**src/rtl/mem_port_arbiter.sv**
```systemverilog
// Shares one single-port RAM between instruction fetch (IF) and load/store (LS).
// LS has fixed priority, and a burst counter limits how long IF can be starved.
module mem_port_arbiter #(
  parameter int ADDR_W       = 9,
  parameter int DATA_W       = 16,
  parameter int WAIT_CYCLES  = 1,
  parameter int MAX_LS_BURST = 4
) (
  input  logic              clk,
  input  logic              reset_n,
  input  logic              halt,
  input  logic              if_req,
  input  logic [ADDR_W-1:0] if_addr,
  output logic [DATA_W-1:0] if_rdata,
  output logic              if_valid,
  input  logic              ls_req,
  input  logic [1:0]        ls_cmd,
  input  logic [ADDR_W-1:0] ls_addr,
  input  logic [DATA_W-1:0] ls_wdata,
  output logic [DATA_W-1:0] ls_rdata,
  output logic              ls_valid,
  output logic [1:0]        mem_cmd,
  output logic [ADDR_W-1:0] mem_addr,
  output logic [DATA_W-1:0] mem_wdata,
  input  logic [DATA_W-1:0] mem_rdata,
  output logic              stall_if,
  output logic              stall_ls
);

  localparam logic [1:0] ST_IDLE   = 2'd0;
  localparam logic [1:0] ST_ACCESS = 2'd1;
  localparam logic [1:0] ST_RESP   = 2'd2;

  localparam int              BURST_W    = $clog2(MAX_LS_BURST + 1);
  localparam logic [BURST_W-1:0] BURST_MAX = BURST_W'(MAX_LS_BURST);
  localparam logic [3:0]      WAIT_INIT  = 4'(WAIT_CYCLES);

  logic [1:0]         state;
  logic               winner_ls;
  logic               lat_write;
  logic [ADDR_W-1:0]  lat_addr;
  logic [DATA_W-1:0]  lat_wdata;
  logic [3:0]         wait_cnt;
  logic [BURST_W-1:0] burst_cnt;

  logic ls_ok;
  logic allow_if;
  logic allow_ls;
  logic grant_if;
  logic grant_ls;

  assign ls_ok = ls_req & ls_cmd[1];

  // In RESP only the requester that was not just served may be granted.
  always_comb begin
    allow_if = 1'b0;
    allow_ls = 1'b0;
    if (!halt) begin
      if (state == ST_IDLE) begin
        allow_if = 1'b1;
        allow_ls = 1'b1;
      end else if (state == ST_RESP) begin
        allow_if = winner_ls;
        allow_ls = ~winner_ls;
      end
    end
  end

  always_comb begin
    grant_if = 1'b0;
    grant_ls = 1'b0;
    if (if_req && allow_if && (burst_cnt == BURST_MAX)) begin
      grant_if = 1'b1;
    end else if (ls_ok && allow_ls) begin
      grant_ls = 1'b1;
    end else if (if_req && allow_if) begin
      grant_if = 1'b1;
    end
  end

  always_ff @(posedge clk) begin
    if (!reset_n) begin
      state     <= ST_IDLE;
      winner_ls <= 1'b0;
      lat_write <= 1'b0;
      lat_addr  <= '0;
      lat_wdata <= '0;
      wait_cnt  <= '0;
      if_valid  <= 1'b0;
      ls_valid  <= 1'b0;
      if_rdata  <= '0;
      ls_rdata  <= '0;
    end else begin
      if_valid <= 1'b0;
      ls_valid <= 1'b0;
      case (state)
        ST_IDLE, ST_RESP: begin
          if (grant_if || grant_ls) begin
            state     <= ST_ACCESS;
            winner_ls <= grant_ls;
            lat_write <= grant_ls & ls_cmd[0];
            lat_addr  <= grant_ls ? ls_addr : if_addr;
            lat_wdata <= grant_ls ? ls_wdata : '0;
            wait_cnt  <= WAIT_INIT;
          end else begin
            state <= ST_IDLE;
          end
        end
        ST_ACCESS: begin
          // The RAM presents read data only in the final access cycle.
          if (wait_cnt == 4'd0) begin
            state <= ST_RESP;
            if (winner_ls) begin
              ls_valid <= 1'b1;
              if (!lat_write) begin
                ls_rdata <= mem_rdata;
              end
            end else begin
              if_valid <= 1'b1;
              if_rdata <= mem_rdata;
            end
          end else begin
            wait_cnt <= wait_cnt - 4'd1;
          end
        end
        default: state <= ST_IDLE;
      endcase
    end
  end

  // Consecutive LS grants only count against IF while IF is actually waiting.
  always_ff @(posedge clk) begin
    if (!reset_n) begin
      burst_cnt <= '0;
    end else if (grant_if) begin
      burst_cnt <= '0;
    end else if (grant_ls) begin
      if (!if_req) begin
        burst_cnt <= '0;
      end else if (burst_cnt != BURST_MAX) begin
        burst_cnt <= burst_cnt + BURST_W'(1);
      end
    end
  end

  assign mem_cmd   = (state == ST_ACCESS) ? {1'b1, lat_write} : 2'b00;
  assign mem_addr  = lat_addr;
  assign mem_wdata = lat_wdata;

  assign stall_if = if_req & ~if_valid;
  assign stall_ls = ls_req & ls_cmd[1] & ~ls_valid;

endmodule
```
**config.mk**
```make
export PLATFORM = sky130hd
export DESIGN_NAME = mem_port_arbiter
export DESIGN_NICKNAME = d
export VERILOG_FILES = /design/src/rtl/mem_port_arbiter.sv
export SDC_FILE = /design/constraint.sdc
export NUM_CORES = 1
export LEC_CHECK = 0
export CORE_ASPECT_RATIO = 0.9
export CORE_UTILIZATION = 33
export DETAILED_ROUTE_END_ITERATION = 16
export PLACE_DENSITY = 0.68
export SYNTH_ARGS = -nofsm -noshare
export SYNTH_HDL_FRONTEND = slang
export SYNTH_SLANG_ARGS = --single-unit
```
**constraint.sdc**
```tcl
create_clock -name clk -period 2.1 [get_ports clk]
set_clock_uncertainty 0.05 [all_clocks]
set_input_delay 0.21 -clock clk [delete_from_list [all_inputs] [get_ports clk]]
set_output_delay 0.21 -clock clk [all_outputs]
set_load 0.02 [all_outputs]
```
==> run summary, run 1 <==
The final setup TNS is 0 ns. The tightest slew margin relative to the limit is 55.4%. The share of synthesized registers carrying an async set or reset is 0%. The final reports fail on design-rule violations.

The post-DP HPWL is 5180 um. The routability congestion estimate from global placement came out at 0.779. The number of enable flip-flop cells after synthesis came out at 0.

The final hold violation count came out at 0. Setup repair after global routing left no endpoint under its margin. The core outline area came out at 8070 um2. The initial DRC count is 77.

The overall routed net length is 7230 um. The final cycle utilization of the critical path came out at 91.1%. In this run the worst path has a maximum fanout of 17. The number of placed instances with taps included came out at 502. sky130_fd_sc_hd__dfxtp_1 is the most common cell in the netlist. The top-level I/O count came out at 120. Compared with the post-synthesis result, the final layout area differs by 58.1%. The number of buffers inserted by port buffering came out at 119. The min-delay analysis places its worst path in the category in -> reg. The largest area contributor in the netlist is sky130_fd_sc_hd__dfxtp_1. The most instantiated flip-flop cell in the synthesis netlist is sky130_fd_sc_hd__dfxtp_1. The cell count of the worst reg-to-reg path came out at 4. The clock tree from TritonCTS is done.

The width of the die is 98.1 um. VDD sags by at most 420 uV. The biggest cell delay along the critical path is 0.57 ns.

The number of library cell types mapped by synthesis came out at 40. The first global-routing pass estimated 11200 um of wire. After synthesis, the mean cell area works out to 9.56 um2.

In this run the register-to-register setup slack is 0.19 ns. In this run the worst setup path begins at winner_ls. The final-report max-slew violation count came out at 0.

The critical path is of the reg -> reg type. The number of antenna violations at the first check in global routing came out at 0. The design draws 3.36 mW. Measured along the y axis, the die boundary spans 88.5 um.

The clock slew at the register clock pins of the worst setup and hold paths came out at 0.08 ns. By area the synthesized netlist is led by sky130_fd_sc_hd__dfxtp_1 (51%), sky130_fd_sc_hd__mux2i_1 (5.8%), sky130_fd_sc_hd__nand2_1 (4.7%). The level count of the clock H-tree is 3.

In the final layout, the multi-input gates occupy 1210 um2. The final number of setup-violating endpoints is 0. The total inserted antenna cells is 0. The remaining antenna violation count came out at 0. The area of the mapped netlist came out at 2740 um2. The synthesized instance count is 287. The proportion of netlist area held by the largest area contributor is 51.1%. The transition time of the tightest slew-check pin came out at 0.667 ns. Using the TritonRoute via totals, the vias-per-cell ratio works out to 4.83. The post-detailed-route DRC marker count is 4. After synthesis, flip-flops and latches occupy 51.1% of the total area.

The clock latency at the later pin of the worst-skew pair is 0.34 ns. At the end of the flow, the number of nets in the layout was 474. Row generation in the floorplan step produced 31 rows. The root buffer cell chosen for the clock tree is sky130_fd_sc_hd__clkbuf_8.

The data arrival time at the worst-slack endpoint is 2.15 ns. The footprint of the flip-flops and latches is 1400 um2. In the global route stage, overall resource usage came out at 16.5%. The start of the worst register-to-register path is winner_ls. The power per standard cell area is 775 nW/um2.

The worst register-to-register path ends at mem_wdata[9]. The leakage power of the design came out at 1.71 nW. The finished layout cell area is 4340 um2. The number of global-route vias before repair came out at 2333. Once layout is complete, the cells apart from fillers number 518. The total via count in the routed design came out at 2501. The layout has 757 filler cells. For the worst setup path, the data required time is 2.34 ns.

The number of buffers on the longest clock path came out at 2. Derived from the worst setup path, the maximum achievable clock frequency is 523 MHz. STA classifies the critical path startpoint as a flip-flop.

The final global-route overflow total came out at 0. The capture point of the critical path is mem_wdata[9]. The initial core utilization is 34.0%. The number of clock buffers added by TritonCTS is 9. The sort of element at the end of the critical path is a flip-flop. The instance area at placement is 4060 um2. The slowest stage of the critical path is the sky130_fd_sc_hd__nor3_4 cell. Max-cap violations in this run came to 0. Counting flops and latches in the post-synthesis netlist gives 70. The number of search-and-repair iterations in the first detailed-routing pass came out at 10. The shortest period the worst path allows came out at 1.91 ns.

The total clock sinks came out at 70. The post-synth net total came out at 347. The count of warnings emitted by yosys is 0. In the final routed layout, each cell accounts on average for 14.0 um.

After synthesis, the most frequently instantiated cells are sky130_fd_sc_hd__dfxtp_1 (70), sky130_fd_sc_hd__nand2_1 (34), sky130_fd_sc_hd__nor2_1 (22), sky130_fd_sc_hd__a21oi_1 (18), sky130_fd_sc_hd__o21ai_0 (18). The critical path goes through and2_1 > or3_4 > nor3_4 > a22o_2. The maximum number of pins on one net before global-route repair is 39.

The fraction of final layout cells sized beyond drive strength 1 came out at 12.2%. The area of the die is 8680 um2. The flow ran to the end, but the final reports show violations.
metrics by stage:
step	setup slack (ns)	hold slack (ns)	utilization [%]
final	0.186	0.389	53.7
after global placement	-0.0917	0.392	50.4
after floorplan	0.256	0.286	-
after detailed placement	-0.0884	0.399	50.4
after CTS	0.0245	0.376	53.7
after global routing	0.0939	0.385	53.7
cell families after synthesis:
group | Yosys count | share of synthesized area (%)
AO/OA/AOI/OAI | 71 | 17.7
XOR/XNOR | 2 | 0.639
adder cells (fa/ha/maj) | 3 | 1.37
buffers and inverters | 24 | 4.70
flip-flops | 70 | 51.1
multiplexers | 16 | 5.84
AND/OR/NAND/NOR | 101 | 18.7
layout make-up:
cell class / instances / share of cell area [%]
clock inverters: 7 / 3.35
clock buffers: 9 / 2.86
flip-flops and latches: 70 / 32.3
inverters: 6 / 0.519
multi-input cells: 193 / 28.0
well taps: 99 / 2.86
repair buffers: 134 / 30.1
worst max-delay path: cells and delay by family (launching register included):
family | cells | cell delay [ns]
flops | 1 | 0.38
simple gates | 3 | 1.18
compound gates | 1 | 0.24
state kept, by name, indices dropped and copies added (netlist names):
name and cells:
burst_cnt 3, if_rdata 16, state 2, mem_wdata 16
ls_valid 1, ls_rdata 16, if_valid 1, wait_cnt 4
mem_addr 9, lat_write 1, winner_ls 1
what timing repair did:
item | 4_1_cts | 5_1_grt
setup buffers | 0 | 0
endpoints found under the setup margin | 0 | 1
resized for setup | 0 | 2
hold buffers | 0 | 0
report_power, final:
group          leakage, nW  switching (mW)  internal, mW
clock network        0.130           0.521         0.915
registers            0.568          0.0325          1.38
logic                 1.01           0.240         0.267
layout by cell type, fill, tap and decap left out, types with 2 or more instances in the layout:
cell type | synthesis | routed
sky130_fd_sc_hd__clkdlybuf4s50_1 | 0 | 118
sky130_fd_sc_hd__dfxtp_1 | 70 | 70
sky130_fd_sc_hd__nand2_1 | 34 | 34
sky130_fd_sc_hd__nor2_1 | 22 | 22
sky130_fd_sc_hd__a21oi_1 | 18 | 18
sky130_fd_sc_hd__o21ai_0 | 18 | 18
sky130_fd_sc_hd__mux2i_1 | 16 | 16
sky130_fd_sc_hd__buf_4 | 2 | 15
sky130_fd_sc_hd__nand3_1 | 12 | 12
sky130_fd_sc_hd__nor3_1 | 10 | 10
sky130_fd_sc_hd__a22o_2 | 10 | 10
sky130_fd_sc_hd__a31oi_1 | 10 | 10
sky130_fd_sc_hd__clkbuf_8 | 0 | 9
sky130_fd_sc_hd__a22o_1 | 7 | 7
sky130_fd_sc_hd__inv_1 | 6 | 5
sky130_fd_sc_hd__and2_1 | 4 | 4
sky130_fd_sc_hd__bufinv_16 | 0 | 4
sky130_fd_sc_hd__ha_1 | 3 | 3
sky130_fd_sc_hd__nor2b_1 | 2 | 2
sky130_fd_sc_hd__or3_1 | 2 | 2
sky130_fd_sc_hd__nor3_4 | 2 | 2
sky130_fd_sc_hd__xor2_1 | 2 | 2
sky130_fd_sc_hd__a211oi_1 | 2 | 2
sky130_fd_sc_hd__o21ai_1 | 2 | 2
sky130_fd_sc_hd__nand4_1 | 2 | 2
worst min-delay path by stage:
stage	cells after the start	endpoint	startpoint
finish	3	if_rdata[6]	mem_rdata[6]
global route	3	if_rdata[6]	mem_rdata[6]
CTS	3	mem_addr[5]	if_addr[5]
detailed placement	2	if_rdata[13]	if_rdata[13]
global placement	2	if_rdata[14]	if_rdata[14]
floorplan	1	mem_wdata[0]	ls_wdata[0]
per-layer routing:
layer	vias to the layer above	global-route usage [%]	part of all wire [%]
li1	1264	-	-
met5	-	0	0
met4	0	5.37	1.2
met3	7	5.29	4.9
met1	1167	20.5	46
met2	63	27.4	48
Power figures use the tool's default switching activity.
==> run 2: changes to the inputs <==
Clock period 2.1 ns to 1.9 ns, I/O delays scaled along.
==> run 2 against run 1 <==
Net effect: the flow still finishes with violations (design-rule violations); critical path type is now in -> out; clock-buffer cell count did not move; critical endpoint is now stall_if; core utilization up 0.87 points; non-clock buffer count is 5 higher; sequential power increased by 11%; sequential share of layout area down 0.51 points; setup slack lost 0.11 ns; largest power group is now sequential cells; die area unchanged.
==> run summary, run 2 (same netlist as run 1, synthesis figures left out) <==
The first-pass GRT wire length is 11500 um (was 11200 um). The finished layout cell area came out at 4410 um2 (was 4340 um2). The tightest slew margin relative to the limit is 66.5% (was 55.4%). The overall routed net length is 7290 um (was 7230 um). The biggest cell delay along the critical path is 0.63 ns (was 0.57 ns).

The most used cell along the critical path is sky130_fd_sc_hd__clkdlybuf4s50_1. The final setup TNS came to 0 ns (unchanged). The highest net fanout along the worst path came out at 6 (was 17).

The post-DP HPWL was 5240 um (was 5180 um). The number of buffers inserted by port buffering came out at 119 (unchanged). The clock buffer count from CTS came out at 9 (unchanged). The via-per-instance ratio was 4.84 (was 4.83). The clock tree from TritonCTS is done (unchanged). The number of antenna violations at the first check in global routing came to 0 (unchanged). The met3 track demand over resource is 6.48% (was 5.29%). The most common library cell in the layout ignoring fill and taps is sky130_fd_sc_hd__clkdlybuf4s50_1 (unchanged). The final number of setup-violating endpoints was 0 (unchanged).

The detailed-route wire length per cell came out at 13.9 um (was 14.0 um). The type of element launching the critical path is an input pin (was flip-flop). Cells traversed along the worst timing path: clkdlybuf4s50_1 > buf_4 > nor2b_1 > clkdlybuf4s50_1 (was and2_1 > or3_4 > nor3_4 > a22o_2). The width of the die came to 98.1 um (unchanged).

The met2 track demand over resource in global routing came out at 27.5% (was 27.4%). The routing usage on met1 is 20.9% (was 20.5%). The final-report max-slew violation count was 0 (unchanged). The post-synthesis to final-layout area growth was 60.6% (was 58.1%). The origin of the worst setup path is if_req (was winner_ls).

The data arrival time at the worst-slack endpoint came out at 1.58 ns (was 2.15 ns). Most used cells in the layout excluding fill and tap cells: sky130_fd_sc_hd__clkdlybuf4s50_1 (117), sky130_fd_sc_hd__dfxtp_1 (70), sky130_fd_sc_hd__nand2_1 (34) (was sky130_fd_sc_hd__clkdlybuf4s50_1 (118), sky130_fd_sc_hd__dfxtp_1 (70), sky130_fd_sc_hd__nand2_1 (34)). For this run, the top clock speed supported by timing is 549 MHz.

The class of the tightest hold or removal check is in -> reg (unchanged). The instance area at placement is 4130 um2 (was 4060 um2). The level count of the clock H-tree came out at 3 (unchanged).

The start of the worst register-to-register path is wait_cnt[0] (was winner_ls). The initial DRC count came out at 87 (was 77). Result of the run: finished with violations (unchanged). Violations in the final reports: design-rule violations (unchanged). The core outline area came out at 8070 um2 (unchanged).

The total via count in the routed design came out at 2533 (was 2501). The count of filler cells inserted in the layout was 756 (was 757). The clock slew at the register clock pins of the worst setup and hold paths is 0.08 ns (about the same). The clock latency at the later pin of the worst-skew pair came to 0.33 ns (was 0.34 ns). The global routing's busiest layer is met2 (unchanged). The total inserted antenna cells came out at 0 (unchanged).

The setup slack of the worst register-to-register path came out at 0.10 ns (was 0.19 ns). The top-level I/O count came out at 120 (unchanged). The initial core utilization came to 34.0% (unchanged). The number of search-and-repair iterations in the first detailed-routing pass is 10 (unchanged). The transition time of the tightest slew-check pin came out at 0.501 ns (was 0.667 ns). The worst voltage drop across the vdd grid is 447 uV (was 420 uV). The placement row count is 31 (unchanged). The routability congestion estimate from global placement is 0.803 (was 0.779). The final instance count without filler cells came out at 523 (was 518). The power per standard cell area is 787 nW/um2 (was 775 nW/um2). The cell count of the worst reg-to-reg path came out at 7 (was 4). The worst endpoint required time came out at 1.66 ns (was 2.34 ns). The overall track demand over capacity in global routing is 16.9% (was 16.5%). The sort of element at the end of the critical path is an output port (was flip-flop). The final hold violation count is 0 (unchanged). The destination of the worst register-to-register timing path is if_rdata[13] (was mem_wdata[9]). The maximum number of pins on one net before global-route repair is 34 (was 39). The buffer cell driving the clock tree root is sky130_fd_sc_hd__clkbuf_8 (unchanged). The final cycle utilization of the critical path came out at 95.9%. The category of the critical setup timing path is in -> out (was reg -> reg). The final global-route overflow total came to 0 (unchanged). The remaining antenna violation count is 0 (unchanged). The number of global-route vias before repair came to 2402 (was 2333).

The chip height came out at 88.5 um (unchanged). The area of the die is 8680 um2 (unchanged). The number of violations of the max-capacitance limit was 0 (unchanged). The net count of the finished layout came out at 479 (was 474). The slowest stage cell on the critical path is sky130_fd_sc_hd__clkdlybuf4s50_1 (was sky130_fd_sc_hd__nor3_4). The number of placed instances with taps included was 506 (was 502). The fraction of final layout cells sized beyond drive strength 1 is 13.9% (was 12.2%).

The total clock sinks is 70 (unchanged). The number of buffers on the longest clock path was 2 (unchanged). The leakage power of the design was 1.73 nW (was 1.71 nW). The post-detailed-route DRC marker count came to 4 (unchanged). Counting I/O delays and the setup requirement, the final critical path takes 1.82 ns. The capture point of the critical path is stall_if (was mem_wdata[9]).
-- run 2: cell count changes in the layout (fill, tap and decap cells not counted), sizes merged --
cell           before  now
buf                15   20
bufinv              4    2
inv                 7    6
clkdlybuf4s50     118  117
dlygate4sd2         0    1
clkinvlp            1    4
-- run 2: layout make-up --
type | instances | area (um2) | area share (%)
clock buffer | 9 | 124 | 2.81
timing repair buffer | 139 | 1400 | 31.8
inverter | 6 | 22.5 | 0.511
multi-input combinational | 193 | 1230 | 28.0
tap | 99 | 124 | 2.81
sequential | 70 | 1400 | 31.8
clock inverter | 7 | 98.8 | 2.24
-- run 2: routing by layer --
metal,vias up,share of wire (%)
met1,1184,46
met3,8,5.1
met2,67,48
met5,-,0
met4,0,1.3
li1,1274,-
-- run 2: report_power, final --
part / internal, mW / switching [mW] / total (mW)
sequential: 1.53 / 0.0363 / 1.57
combinational: 0.321 / 0.270 / 0.591
clock: 0.740 / 0.570 / 1.31
total: 2.59 / 0.876 / 3.47
-- run 2: worst min-delay path by stage --
stage	from	to	slack (ns)	cells past startpoint
6_report	mem_rdata[8]	if_rdata[8]	0.37	3
5_1_grt	mem_rdata[6]	if_rdata[6]	0.36	3
4_1_cts	mem_rdata[8]	if_rdata[8]	0.36	3
3_5_place_dp	if_rdata[8]	if_rdata[8]	0.40	2
3_3_place_gp	if_rdata[13]	if_rdata[13]	0.39	2
2_1_floorplan	ls_wdata[0]	mem_wdata[0]	0.27	1
-- run 2: repair_timing --
action                     4_1_cts  5_1_grt
gates resized for setup          1        8
hold buffers                     0        0
pin swaps                        1        0
setup endpoints to repair       12       33
buffers inserted                 1        0
-- run 2: critical path: cells and delay by family --
| kind | cells | cell delay (ns) |
|---|---|---|
| buf+inv | 3 | 1.25 |
| simple gates | 1 | 0.14 |
-- run 2: through the flow --
stage | hold slack [ns] | power (mW) | worst slack (ns) | utilization (%)
floorplan | 0.266 | 1.86 | 0.0560 | -
global placement | 0.392 | 2.17 | -0.270 | 51.2
detailed placement | 0.399 | 2.17 | -0.281 | 51.2
CTS | 0.360 | 3.50 | 0.0498 | 54.2
global route | 0.360 | 3.63 | -0.00274 | 54.6
finish | 0.375 | 3.47 | 0.0788 | 54.6
